==> src/rtl/delay_calib_pkg.sv <==
// Shared types and constants for the delay-chain calibration controller.
package delay_calib_pkg;

  typedef enum logic [2:0] {IDLE, RSTC, LAUNCH, SETTLE, ACC, DONE} calib_state_t;

  localparam int RSTC_CYCLES = 2;

  function automatic int count_w(input int taps);
    return $clog2(taps + 1);
  endfunction

endpackage

==> src/rtl/delay_chain_calib_if.sv <==
// Request/result handshake between a calibration requester and delay_chain_calib.
interface delay_chain_calib_if #(parameter int CW = 5);
  logic          start;
  logic          busy;
  logic          res_valid;
  logic          res_ready;
  logic [CW-1:0] res_count;
  logic          res_bubble;

  modport master (output start, res_ready, input busy, res_valid, res_count, res_bubble);
  modport slave  (input start, res_ready, output busy, res_valid, res_count, res_bubble);
endinterface

==> src/rtl/delay_chain_calib_thermo_count.sv <==
// Leading-ones count of a thermometer-coded tap vector, flagging any 1 above the first 0.
module thermo_count
  import delay_calib_pkg::*;
#(
  parameter  int TAPS = 16,
  localparam int CW   = count_w(TAPS)
) (
  input  logic [TAPS-1:0] vec,
  output logic [CW-1:0]   cnt,
  output logic            bubble
);

  logic seen_zero;

  always_comb begin
    cnt       = '0;
    bubble    = 1'b0;
    seen_zero = 1'b0;
    for (int i = 0; i < TAPS; i++) begin
      if (!vec[i])        seen_zero = 1'b1;
      else if (seen_zero) bubble    = 1'b1;
      else                cnt       = cnt + CW'(1);
    end
  end

endmodule

==> src/rtl/delay_chain_calib.sv <==
// Delay-chain calibration: reset chain, launch an edge, capture taps, average
// 2^AVG_LOG2 leading-ones counts and return taps per clock period.
module delay_chain_calib
  import delay_calib_pkg::*;
#(
  parameter  int   TAPS        = 16,
  parameter  int   SYNC_STAGES = 2,
  parameter  int   AVG_LOG2    = 2,
  parameter  logic RPOL        = 1'b0,
  localparam int   CW          = count_w(TAPS)
) (
  input  logic                clk,
  input  logic                rst,
  delay_chain_calib_if.slave  rif,
  output logic                chain_rst,
  output logic                chain_i,
  input  logic [TAPS-1:0]     taps
);

  localparam int AW = CW + AVG_LOG2;
  localparam int SW = (AVG_LOG2 > 0) ? AVG_LOG2 : 1;
  localparam int PW = $clog2(RSTC_CYCLES + SYNC_STAGES);
  localparam logic [SW-1:0] LAST_SMP = SW'((1 << AVG_LOG2) - 1);

  calib_state_t    state_q, state_d;
  logic [PW-1:0]   ph_q;
  logic [SW-1:0]   smp_q;
  logic [AW-1:0]   acc_q;
  logic            bub_q;
  logic [CW-1:0]   res_count_q;
  logic            res_bubble_q;
  logic [TAPS-1:0] cap_q [SYNC_STAGES];

  logic [CW-1:0]   cnt;
  logic            bubble;
  logic [AW-1:0]   acc_sum;

  thermo_count #(.TAPS(TAPS)) u_thermo (
    .vec    (cap_q[SYNC_STAGES-1]),
    .cnt    (cnt),
    .bubble (bubble)
  );

  assign acc_sum = acc_q + AW'(cnt);

  always_comb begin
    state_d   = state_q;
    chain_rst = RPOL;
    chain_i   = 1'b0;
    case (state_q)
      IDLE:   if (rif.start) state_d = RSTC;
      RSTC:   if (ph_q == PW'(RSTC_CYCLES - 1)) state_d = LAUNCH;
      LAUNCH: begin
        chain_rst = ~RPOL;
        chain_i   = 1'b1;
        state_d   = SETTLE;
      end
      SETTLE: begin
        chain_rst = ~RPOL;
        chain_i   = 1'b1;
        if (ph_q == PW'(SYNC_STAGES - 2)) state_d = ACC;
      end
      ACC: begin
        chain_rst = ~RPOL;
        chain_i   = 1'b1;
        state_d   = (smp_q == LAST_SMP) ? DONE : RSTC;
      end
      DONE:   if (rif.res_ready) state_d = IDLE;
      default: state_d = IDLE;
    endcase
  end

  always_ff @(posedge clk) begin
    if (rst) begin
      state_q      <= IDLE;
      ph_q         <= '0;
      smp_q        <= '0;
      acc_q        <= '0;
      bub_q        <= 1'b0;
      res_count_q  <= '0;
      res_bubble_q <= 1'b0;
      for (int k = 0; k < SYNC_STAGES; k++) cap_q[k] <= '0;
    end else begin
      state_q <= state_d;
      ph_q    <= (state_d != state_q) ? '0 : ph_q + PW'(1);
      case (state_q)
        IDLE: if (rif.start) begin
          acc_q <= '0;
          smp_q <= '0;
          bub_q <= 1'b0;
        end
        // taps is asynchronous: only this edge samples it, the rest is resync depth
        LAUNCH: cap_q[0] <= taps;
        SETTLE: for (int k = 1; k < SYNC_STAGES; k++) cap_q[k] <= cap_q[k-1];
        ACC: begin
          acc_q <= acc_sum;
          bub_q <= bub_q | bubble;
          if (smp_q == LAST_SMP) begin
            res_count_q  <= CW'(acc_sum >> AVG_LOG2);
            res_bubble_q <= bub_q | bubble;
          end else begin
            smp_q <= smp_q + SW'(1);
          end
        end
        default: ;
      endcase
    end
  end

  assign rif.busy       = (state_q != IDLE) && (state_q != DONE);
  assign rif.res_valid  = (state_q == DONE);
  assign rif.res_count  = res_count_q;
  assign rif.res_bubble = res_bubble_q;

endmodule
==> src/flat_wrapper.sv <==
// flat-port wrapper written by rule: the top's interface ports become plain ports
module delay_chain_calib_flat import delay_calib_pkg::*;
#(
  parameter  int   TAPS        = 16,
  parameter  int   SYNC_STAGES = 2,
  parameter  int   AVG_LOG2    = 2,
  parameter  logic RPOL        = 1'b0,
  localparam int   CW          = count_w(TAPS)
)
  (clk, rst, chain_rst, chain_i, taps, rif_start, rif_res_ready, rif_busy, rif_res_valid, rif_res_count, rif_res_bubble);
  delay_chain_calib_if rif_i ();
  input  logic clk;
  input  logic rst;
  output logic chain_rst;
  output logic chain_i;
  input  logic [TAPS-1:0] taps;
  input wire logic [$bits(rif_i.start)-1:0] rif_start;
  input wire logic [$bits(rif_i.res_ready)-1:0] rif_res_ready;
  output wire logic [$bits(rif_i.busy)-1:0] rif_busy;
  output wire logic [$bits(rif_i.res_valid)-1:0] rif_res_valid;
  output wire logic [$bits(rif_i.res_count)-1:0] rif_res_count;
  output wire logic [$bits(rif_i.res_bubble)-1:0] rif_res_bubble;
  assign rif_i.start = rif_start;
  assign rif_i.res_ready = rif_res_ready;
  assign rif_busy = rif_i.busy;
  assign rif_res_valid = rif_i.res_valid;
  assign rif_res_count = rif_i.res_count;
  assign rif_res_bubble = rif_i.res_bubble;
  delay_chain_calib #(.TAPS(TAPS), .SYNC_STAGES(SYNC_STAGES), .AVG_LOG2(AVG_LOG2), .RPOL(RPOL)) u_core (.clk(clk), .rst(rst), .rif(rif_i), .chain_rst(chain_rst), .chain_i(chain_i), .taps(taps));
endmodule
==> config.mk <==
export PLATFORM = sky130hd
export DESIGN_NAME = delay_chain_calib_flat
export DESIGN_NICKNAME = d
export VERILOG_FILES = /design/src/rtl/delay_calib_pkg.sv /design/src/rtl/delay_chain_calib_if.sv /design/src/rtl/delay_chain_calib_thermo_count.sv /design/src/rtl/delay_chain_calib.sv /design/src/flat_wrapper.sv
export SDC_FILE = /design/constraint.sdc
export NUM_CORES = 1
export LEC_CHECK = 0
export CAP_MARGIN = 15
export CORE_ASPECT_RATIO = 0.6
export CORE_MARGIN = 3
export CORE_UTILIZATION = 56
export DETAILED_ROUTE_END_ITERATION = 16
export PLACE_DENSITY = 0.77
export REMOVE_ABC_BUFFERS = 1
export SYNTH_ARGS = -nofsm -noshare
export SYNTH_HDL_FRONTEND = slang
export SYNTH_HIERARCHICAL = 1
export SYNTH_SLANG_ARGS = --single-unit
==> constraint.sdc <==
create_clock -name clk -period 15.9 [get_ports clk]
set_clock_uncertainty 0.05 [all_clocks]
set_input_delay 3.18 -clock clk [delete_from_list [all_inputs] [get_ports clk]]
set_output_delay 3.18 -clock clk [all_outputs]
set_load 0.01 [all_outputs]
; Yosys cells after proc, flatten, opt, wreduce, memory -nomap -nowiden
; Memory sizes are Yosys's and may differ from the RTL's.
; Index checks and enable logic that the tools add are counted.
[word_totals]
reg_bits = 21
mem_bits_rw = 32
inputBits = 20
memories = 1
[classes]
n_addsub = 18
n_eq_ne = 11
mux = 99
n_bitwise = 3
reduce_logical = 10
[memory_table]
columns = name, words, width, read_ports, rd_ports_with_merged_regs, wr, line_no
row1 = u_core.cap_q, 2, 16, 2, 0, 2, delay_chain_calib.sv:32  ; logic [TAPS-1:0] cap_q [SYNC_STAGES];
[ops]
columns = op, count
row1 = 5-bit 2-to-1 mux, 30
row2 = "5-bit by 1-bit adder with 5-bit output, second input constant", 15
row3 = 1-bit 2-to-1 mux, 55
row4 = 16-bit 2-to-1 mux, 2
row5 = 3-bit one-hot mux with 6 select lines, 1
row6 = 3-bit 2-to-1 mux, 5
row7 = 7-bit one-hot mux with 2 select lines, 1
row8 = 7-bit by 5-bit adder with 7-bit output, 1
row9 = 7-bit 2-to-1 mux, 1
row10 = "3-bit by 2-bit == test with 1-bit output, second input constant", 2
row11 = "3-bit == test, second input constant", 2
row12 = "2-bit by 1-bit adder with 2-bit output, second input constant", 2
row13 = 2-bit 2-to-1 mux, 2
row14 = "2-bit != test, second input constant", 2
row15 = 2-bit one-hot mux with 2 select lines, 1
row16 = 2-bit AND reduction, 2
row17 = "3-bit by 1-bit == test with 1-bit output, second input constant", 1
row18 = 3-bit logical NOT, 1
row19 = 3-bit != test, 1
row20 = "3-bit != test, second input constant", 1
row21 = 1-bit bitwise OR, 3
row22 = 3-bit AND reduction, 1
row23 = 3-bit nonzero test, 1
row24 = 3-bit OR reduction, 1
row25 = 7 further kinds, 7

; Logic depth before layout (Yosys ltp)
; Gate-level depths: netlist of run 1.
; An unclocked memory read counts as a cell.
[depth]
word_depth = 49
ltp_mapped = 51

; Cells and area by module
; The synthesis of run 1 kept the hierarchy.
[by_module_without_submodules]
columns = module, instances, cells_per_inst, area_per_inst_um2, seq_area_each_um2
row1 = delay_chain_calib, 1, 230, 2476.1, 1381.3
row2 = thermo_count, 1, 304, 2110.8, 0.0

; Worst setup path before layout of run 1
; OpenSTA, ideal clock, no wires.
[synth_path]
path_type = register -> register
from = memory u_core.cap_q[1][0] (netlist: u_core/cap_q[0][16])
to = register u_core.acc_q[6]
setup_time_ns = 0.122
arrival_time_ns = 8.931
t_required_ns = 15.728
setup_slack_ns = 6.796
path_stages_with_launch = 52
path_buffers = 0
period_less_slack_ns = 9.104
cell_sequence = edfxtp_1 -> nand2_1 -> inv_2 -> ha_1 -> nand2_1 -> nand2_1 -> xor2_1 -> ha_1 -> mux2_2 -> o21ai_0 -> xnor2_1 -> nand2_1 -> o21ai_0 -> ha_1 -> mux2_2 -> a21oi_1 -> xnor2_1 -> nand2_1 -> [... 16 more ...] -> o21ai_0 -> a21oi_1 -> nor2_1 -> ha_1 -> mux2i_1 -> a31oi_1 -> ha_1 -> nand2_1 -> nand2_1 -> a21oi_1 -> nor2_1 -> mux2i_1 -> xnor2_1 -> ha_1 -> and3_1 -> a21oi_1 -> a2111oi_0 -> a311o_1
[synth_rtl]
columns = item, line_no
row1 = from (decl), delay_chain_calib.sv:32
row2 = to (signal assigned), delay_chain_calib.sv:96  ; acc_q <= acc_sum;
row3 = to (decl), delay_chain_calib.sv:28  ; logic [AW-1:0] acc_q;

==> results of run 1 <==
-- cells by family (layout without fill, tap and decap cells) --
family / after synthesis / after routing / synth area share, %
flip-flops: 53 / 53 / 30.1
adder cells (fa/ha/maj): 23 / 23 / 6.44
AO/OA/AOI/OAI: 121 / 121 / 17.8
buffers and inverters: 55 / 65 / 5.05
AND/OR/NAND/NOR: 221 / 221 / 26.1
multiplexers: 20 / 20 / 4.75
XOR/XNOR: 41 / 41 / 9.79
-- cells in the final DEF, fill, tap and decap left out, drive strengths merged, types with 8 or more instances in the layout --
cell           count
nand2             49
and3              47
nor2              40
a21oi             32
edfxtp            32
clkdlybuf4s50     29
inv               26
xnor2             25
o21ai             24
ha                22
dfxtp             21
nand3             19
mux2i             16
xor2              15
nor3              12
a31oi              9
a211oi             8
and2               8
-- through the flow --
step,instances,hold WS [ns],setup WS [ns]
2_1_floorplan,504,0.367,6.80
3_3_place_gp,640,0.383,6.29
3_5_place_dp,640,0.397,5.58
4_1_cts,648,0.411,5.53
5_1_grt,648,0.435,4.51
6_report,648,0.410,5.31
-- final timing paths --
path	start	end	slack [ns]	cells after the start
max	u_core/cap_q[0][17]	u_core/acc_q[6]	5.31	51
min reg2reg	u_core/rif.res_count[2]	u_core/rif.res_count[2]	0.41	2
max reg2reg	u_core/cap_q[0][17]	u_core/acc_q[6]	5.31	51
min	u_core/rif.res_count[2]	u_core/rif.res_count[2]	0.41	2
-- critical path, delay by kind of cell, from the launching register on --
family | cells | cell delay (ns)
xor+xnor | 5 | 0.89
buf+inv | 1 | 0.11
mux | 6 | 1.26
simple gates | 14 | 2.02
flops | 1 | 0.48
compound gates | 16 | 3.11
fa+ha+maj | 9 | 2.58
-- final cells by class --
type / count / area [um2] / share of cell area [%]
flip-flops and latches: 53 / 1380 / 27.3
multi-input cells: 426 / 2970 / 58.7
clock buffers: 5 / 125 / 2.47
well taps: 104 / 130 / 2.57
repair buffers: 32 / 313 / 6.18
clock inverters: 3 / 45.0 / 0.890
inverters: 25 / 93.8 / 1.85
-- sequential cells by signal (all words and copies together) (netlist names) --
signal                 count
u_core/cap_q              32
u_core/acc_q               7
u_core/rif.res_count       5
u_core/state_q             3
u_core/ph_q                2
u_core/smp_q               2
u_core/bub_q               1
u_core/rif.res_bubble      1
-- report_power, final --
group          total [mW]  switching [mW]  internal [mW]  leakage, nW
Sequential          0.159         0.00770          0.151        0.501
Combinational      0.0534          0.0298         0.0236         1.44
Clock               0.124          0.0496         0.0749       0.0834
-- metal layers --
metal,vias to the layer above,global-route usage [%],part of all wire (%)
met5,-,0,0
met4,0,2.68,0.48
met3,7,4.30,7.5
met2,154,30.0,40
met1,1890,38.9,52
li1,1980,-,-
==> results.sh, run 1 <==
export IMPL_ir_drop_v=0.0000634
export IMPL_slew_viol_final=0
export IMPL_drc_errors=0
export IMPL_post_route_util_pct=66.6
export IMPL_status="finished clean"
export IMPL_area_delta_synth_final_pct=10.4
export IMPL_antenna_found_initial=0
export IMPL_root_buffer="clkbuf_16"
export IMPL_dieArea_um2=9350
export IMPL_fin_crit_ns=10.59
export IMPL_synthTopCellsByCount="nand2_1, and3_1, nor2_1"
export IMPL_rsz0062_at_grt="no"
export IMPL_ctsResizeCount=0
export IMPL_netlist_area_um2=4590
export IMPL_cp_slowest_cell="edfxtp_1"
export IMPL_vias=4031
export IMPL_synth_seq_cells=53
export IMPL_clock_sinks=53
export IMPL_htree_num_levels=2
export IMPL_wirelength_um=10700
export IMPL_initial_core_util_pct=60.4
export IMPL_fin_tns_setup_ns=0
export IMPL_row_count=24
export IMPL_drive_gt1_share_pct=7.54
export IMPL_nFillCells=630
export IMPL_final_cell_area_um2=5060
export IMPL_ys_flop_type="edfxtp_1"
export IMPL_p_per_area_nw_per_um2=66.6
export IMPL_worstPathMaxFanout=8
export IMPL_clkTransAtPathRegs_ns=0.07
export IMPL_tightest_slew_ns=0.966
export IMPL_io_buffers=29
export IMPL_drtIter0Drc=367
export IMPL_worst_path_most_repeated_cell="ha_1"
export IMPL_drt_vias_per_instance=6.22
export IMPL_cap_viol_max_count=0
export IMPL_finalSetupViolations=0
export IMPL_critPathKind="reg2reg"
export IMPL_grt_max_degree=40
export IMPL_async_reset_ff_share_pct=0
export IMPL_cpPeakStageDelay_ns=0.48
export IMPL_ios=30
export IMPL_yosysSeqAreaShare_pct=30.1
export IMPL_grt_pass1_vias=3512
export IMPL_hold_path_class="reg2reg"
export IMPL_fp_coreArea_um2=7600
export IMPL_fp_dieH_um=76.1
export IMPL_synthTopCellsByArea="edfxtp_1, dfxtp_1, and3_1, ha_1, xnor2_1"
export IMPL_grt_ovfl_total=0
export IMPL_die_x_um=123
export IMPL_cts_tree="built"
export IMPL_place_area_um2=4890
export IMPL_ys_warn_count=6
export IMPL_end_kind="flip-flop"
export IMPL_hold_buffers=0
export IMPL_synth_edf_count=32
export IMPL_finalHoldViolCount=0
export IMPL_nets=586
export IMPL_postSynthCellCount=534
export IMPL_synth_top_area_cell="edfxtp_1"
export IMPL_synth_avg_cell_area_um2=8.59
export IMPL_numCtsBuffers=5
export IMPL_finalWeightedCongestion=0.919
export IMPL_timing_fmax_ghz=0.0944
export IMPL_dp_hpwl_um=8190
export IMPL_power_uw=337
export IMPL_arrival_ns=10.72
export IMPL_maxSlewHeadroom_pct=35.5
export IMPL_antenna_diode_count=0
export IMPL_required_ns=16.03
export IMPL_p_leak_nw=2.02
export IMPL_period_share_pct=66.6
export IMPL_grt_pass1_wl_um=17600
export IMPL_postCtsSetupRepairBufs=0
export IMPL_insertion_delay_ns=0.29
export IMPL_synth_top_area_share_pct=20.9
export IMPL_synth_cell_types=80
export IMPL_grt_usage_pct=22.9
export IMPL_synth_most_common_cell="nand2_1"
export IMPL_wl_per_cell_um=16.5
export IMPL_postRouteAntennaNets=0
export IMPL_firstDrtPassIters=5
export IMPL_cp_start_kind="flip-flop"
export IMPL_clock_path_buffers=2
Power figures use the tool's default switching activity.
==> run 2, diff against run 1 <==
- clock period: 15.9 -> 10.9 ns (I/O delays scaled with it)
==> run 2 against run 1 <==
- sequential cell count did not move
- sequential share of layout area fell by 0.29 points
- total power rose by 48%
- core utilization rose by 0.71 points
- clock power rose by 50%
- cell count rose by 0.46%
- non-clock buffer count rose by 3
- critical path type unchanged
- critical endpoint unchanged
- highest routed layer unchanged
==> results.sh, run 2 (synthesized netlist as in run 1, its figures left out) <==
export IMPL_tightest_slew_ns=0.934
export IMPL_cp_slowest_cell="edfxtp_1"
export IMPL_status="finished clean"
export IMPL_clkTransAtPathRegs_ns=0.07
export IMPL_drc_errors=0
export IMPL_dp_hpwl_um=8370
export IMPL_clock_sinks=53
export IMPL_grt_max_degree=40
export IMPL_r2r_end="u_core/acc_q[6]"
export IMPL_drtIter0Drc=397
export IMPL_worst_path_most_repeated_cell="ha_1"
export IMPL_arrival_ns=10.19
export IMPL_grt_pass1_wl_um=18500
export IMPL_wl_per_cell_um=17.2
export IMPL_p_leak_nw=2.04
export IMPL_largest_register_ffs=32
export IMPL_nets=589
export IMPL_period_share_pct=92.3
export IMPL_fin_tns_setup_ns=0
export IMPL_row_count=24
export IMPL_r2r_start="u_core/cap_q[0][16]"
export IMPL_numCtsBuffers=5
export IMPL_vias=4074
export IMPL_dieArea_um2=9350
export IMPL_power_uw=499
export IMPL_ios=30
export IMPL_htree_num_levels=2
export IMPL_slew_viol_final=0
export IMPL_wirelength_um=11200
export IMPL_end_kind="flip-flop"
export IMPL_initial_core_util_pct=60.4
export IMPL_layout_commonest_cell="nand2_1"
export IMPL_hold_path_class="reg2reg"
export IMPL_insertion_delay_ns=0.30
export IMPL_whs_ns=0.407
export IMPL_worstPathMaxFanout=6
export IMPL_timing_fmax_ghz=0.0994
export IMPL_critPathCapture="u_core/acc_q[6]"
export IMPL_firstDrtPassIters=5
export IMPL_finalWeightedCongestion=0.919
export IMPL_critPathKind="reg2reg"
export IMPL_cp_depth=49
export IMPL_cap_viol_max_count=0
export IMPL_antenna_diode_count=0
export IMPL_root_buffer="clkbuf_16"
export IMPL_rsz0062_at_grt="no"
export IMPL_grt_pass1_vias=3549
export IMPL_hold_buffers=0
export IMPL_io_buffers=29
export IMPL_area_delta_synth_final_pct=11.5
export IMPL_antenna_found_initial=0
export IMPL_grt_usage_pct=24.2
export IMPL_finalSetupViolations=0
export IMPL_cpPeakStageDelay_ns=0.47
export IMPL_fin_crit_ns=10.06
export IMPL_cts_tree="built"
export IMPL_largest_register="u_core/cap_q"
export IMPL_finalHoldViolCount=0
export IMPL_nFillCells=645
export IMPL_post_route_util_pct=67.3
export IMPL_ir_drop_v=0.0000970
export IMPL_die_x_um=123
export IMPL_drive_gt1_share_pct=9.51
export IMPL_maxSlewHeadroom_pct=37.6
export IMPL_p_per_area_nw_per_um2=97.5
export IMPL_final_cell_mix="nand2_1, and3_1, nor2_1"
export IMPL_path_buf_inv=1
export IMPL_r2r_worst_path_cells=49
export IMPL_crit_path_start="u_core/cap_q[0][16]"
export IMPL_required_ns=11.03
export IMPL_postRouteAntennaNets=0
export IMPL_drt_vias_per_instance=6.26
export IMPL_ff2ff_setup_slack_ns=0.84
export IMPL_cp_start_kind="flip-flop"
export IMPL_fp_coreArea_um2=7600
export IMPL_cp_top_family="adder cells"
export IMPL_grt_ovfl_total=0
export IMPL_clock_path_buffers=2
export IMPL_fp_dieH_um=76.1
-- run 2: through the flow --
stage               cell area (um2)  worst slack [ns]  std cells
finish                         5120             0.838        651
CTS                            5070             0.572        648
detailed placement             4890             0.602        640
floorplan                      4450              1.80        504
global placement               4890              1.29        640
global route                   5120           0.00621        651
-- run 2: tightest hold or removal path, delay by kind of cell (launching register included) --
kind,cells,cell delay (ns)
AOI/OAI and AO/OA,1,0.05
and+or+nand+nor,1,0.05
DFF,1,0.31
-- run 2: area by class of cell --
cell class | count | area (um2) | area share (%)
Multi-Input combinational cell | 426 | 3000 | 58.7
Timing Repair Buffer | 35 | 335 | 6.55
Inverter | 25 | 93.8 | 1.83
Sequential cell | 53 | 1380 | 27.0
Clock buffer | 5 | 125 | 2.45
Clock inverter | 3 | 48.8 | 0.954
Tap cell | 104 | 130 | 2.54
-- run 2: worst min path at each step --
stage,endpoint,slack (ns),start,depth (start not counted)
after detailed placement,u_core/ph_q[0],0.40,u_core/ph_q[0],1
after CTS,u_core/rif.res_count[0],0.41,u_core/rif.res_count[0],2
final,u_core/rif.res_count[0],0.41,u_core/rif.res_count[0],2
after floorplan,u_core/ph_q[0],0.37,u_core/ph_q[0],1
after global routing,u_core/rif.res_count[0],0.44,u_core/rif.res_count[0],2
after global placement,u_core/ph_q[0],0.38,u_core/ph_q[0],1
-- run 2: what timing repair did --
item	4_1_cts	5_1_grt
setup endpoints to repair	0	8
setup buffers	0	3
resized for setup	0	9
-- run 2: power by group --
| part | switching [mW] | total [mW] | internal [mW] |
|---|---|---|---|
| sequential | 0.0113 | 0.232 | 0.221 |
| combinational | 0.0450 | 0.0806 | 0.0356 |
| clock | 0.0760 | 0.186 | 0.110 |
-- run 2: metal layers --
| layer | GRT usage (%) | part of all wire (%) | vias up |
|---|---|---|---|
| li1 | - | - | 1976 |
| met1 | 40.5 | 52 | 1920 |
| met2 | 31.7 | 40 | 166 |
| met3 | 4.82 | 7.6 | 12 |
| met4 | 3.46 | 0.79 | 0 |
| met5 | 0 | 0 | - |
==> run 3, diff against run 2 <==
- TNS_END_PERCENT: not set -> 50
==> results of run 3 <==
Final layout, timing and power as in run 2 (identical DEF).
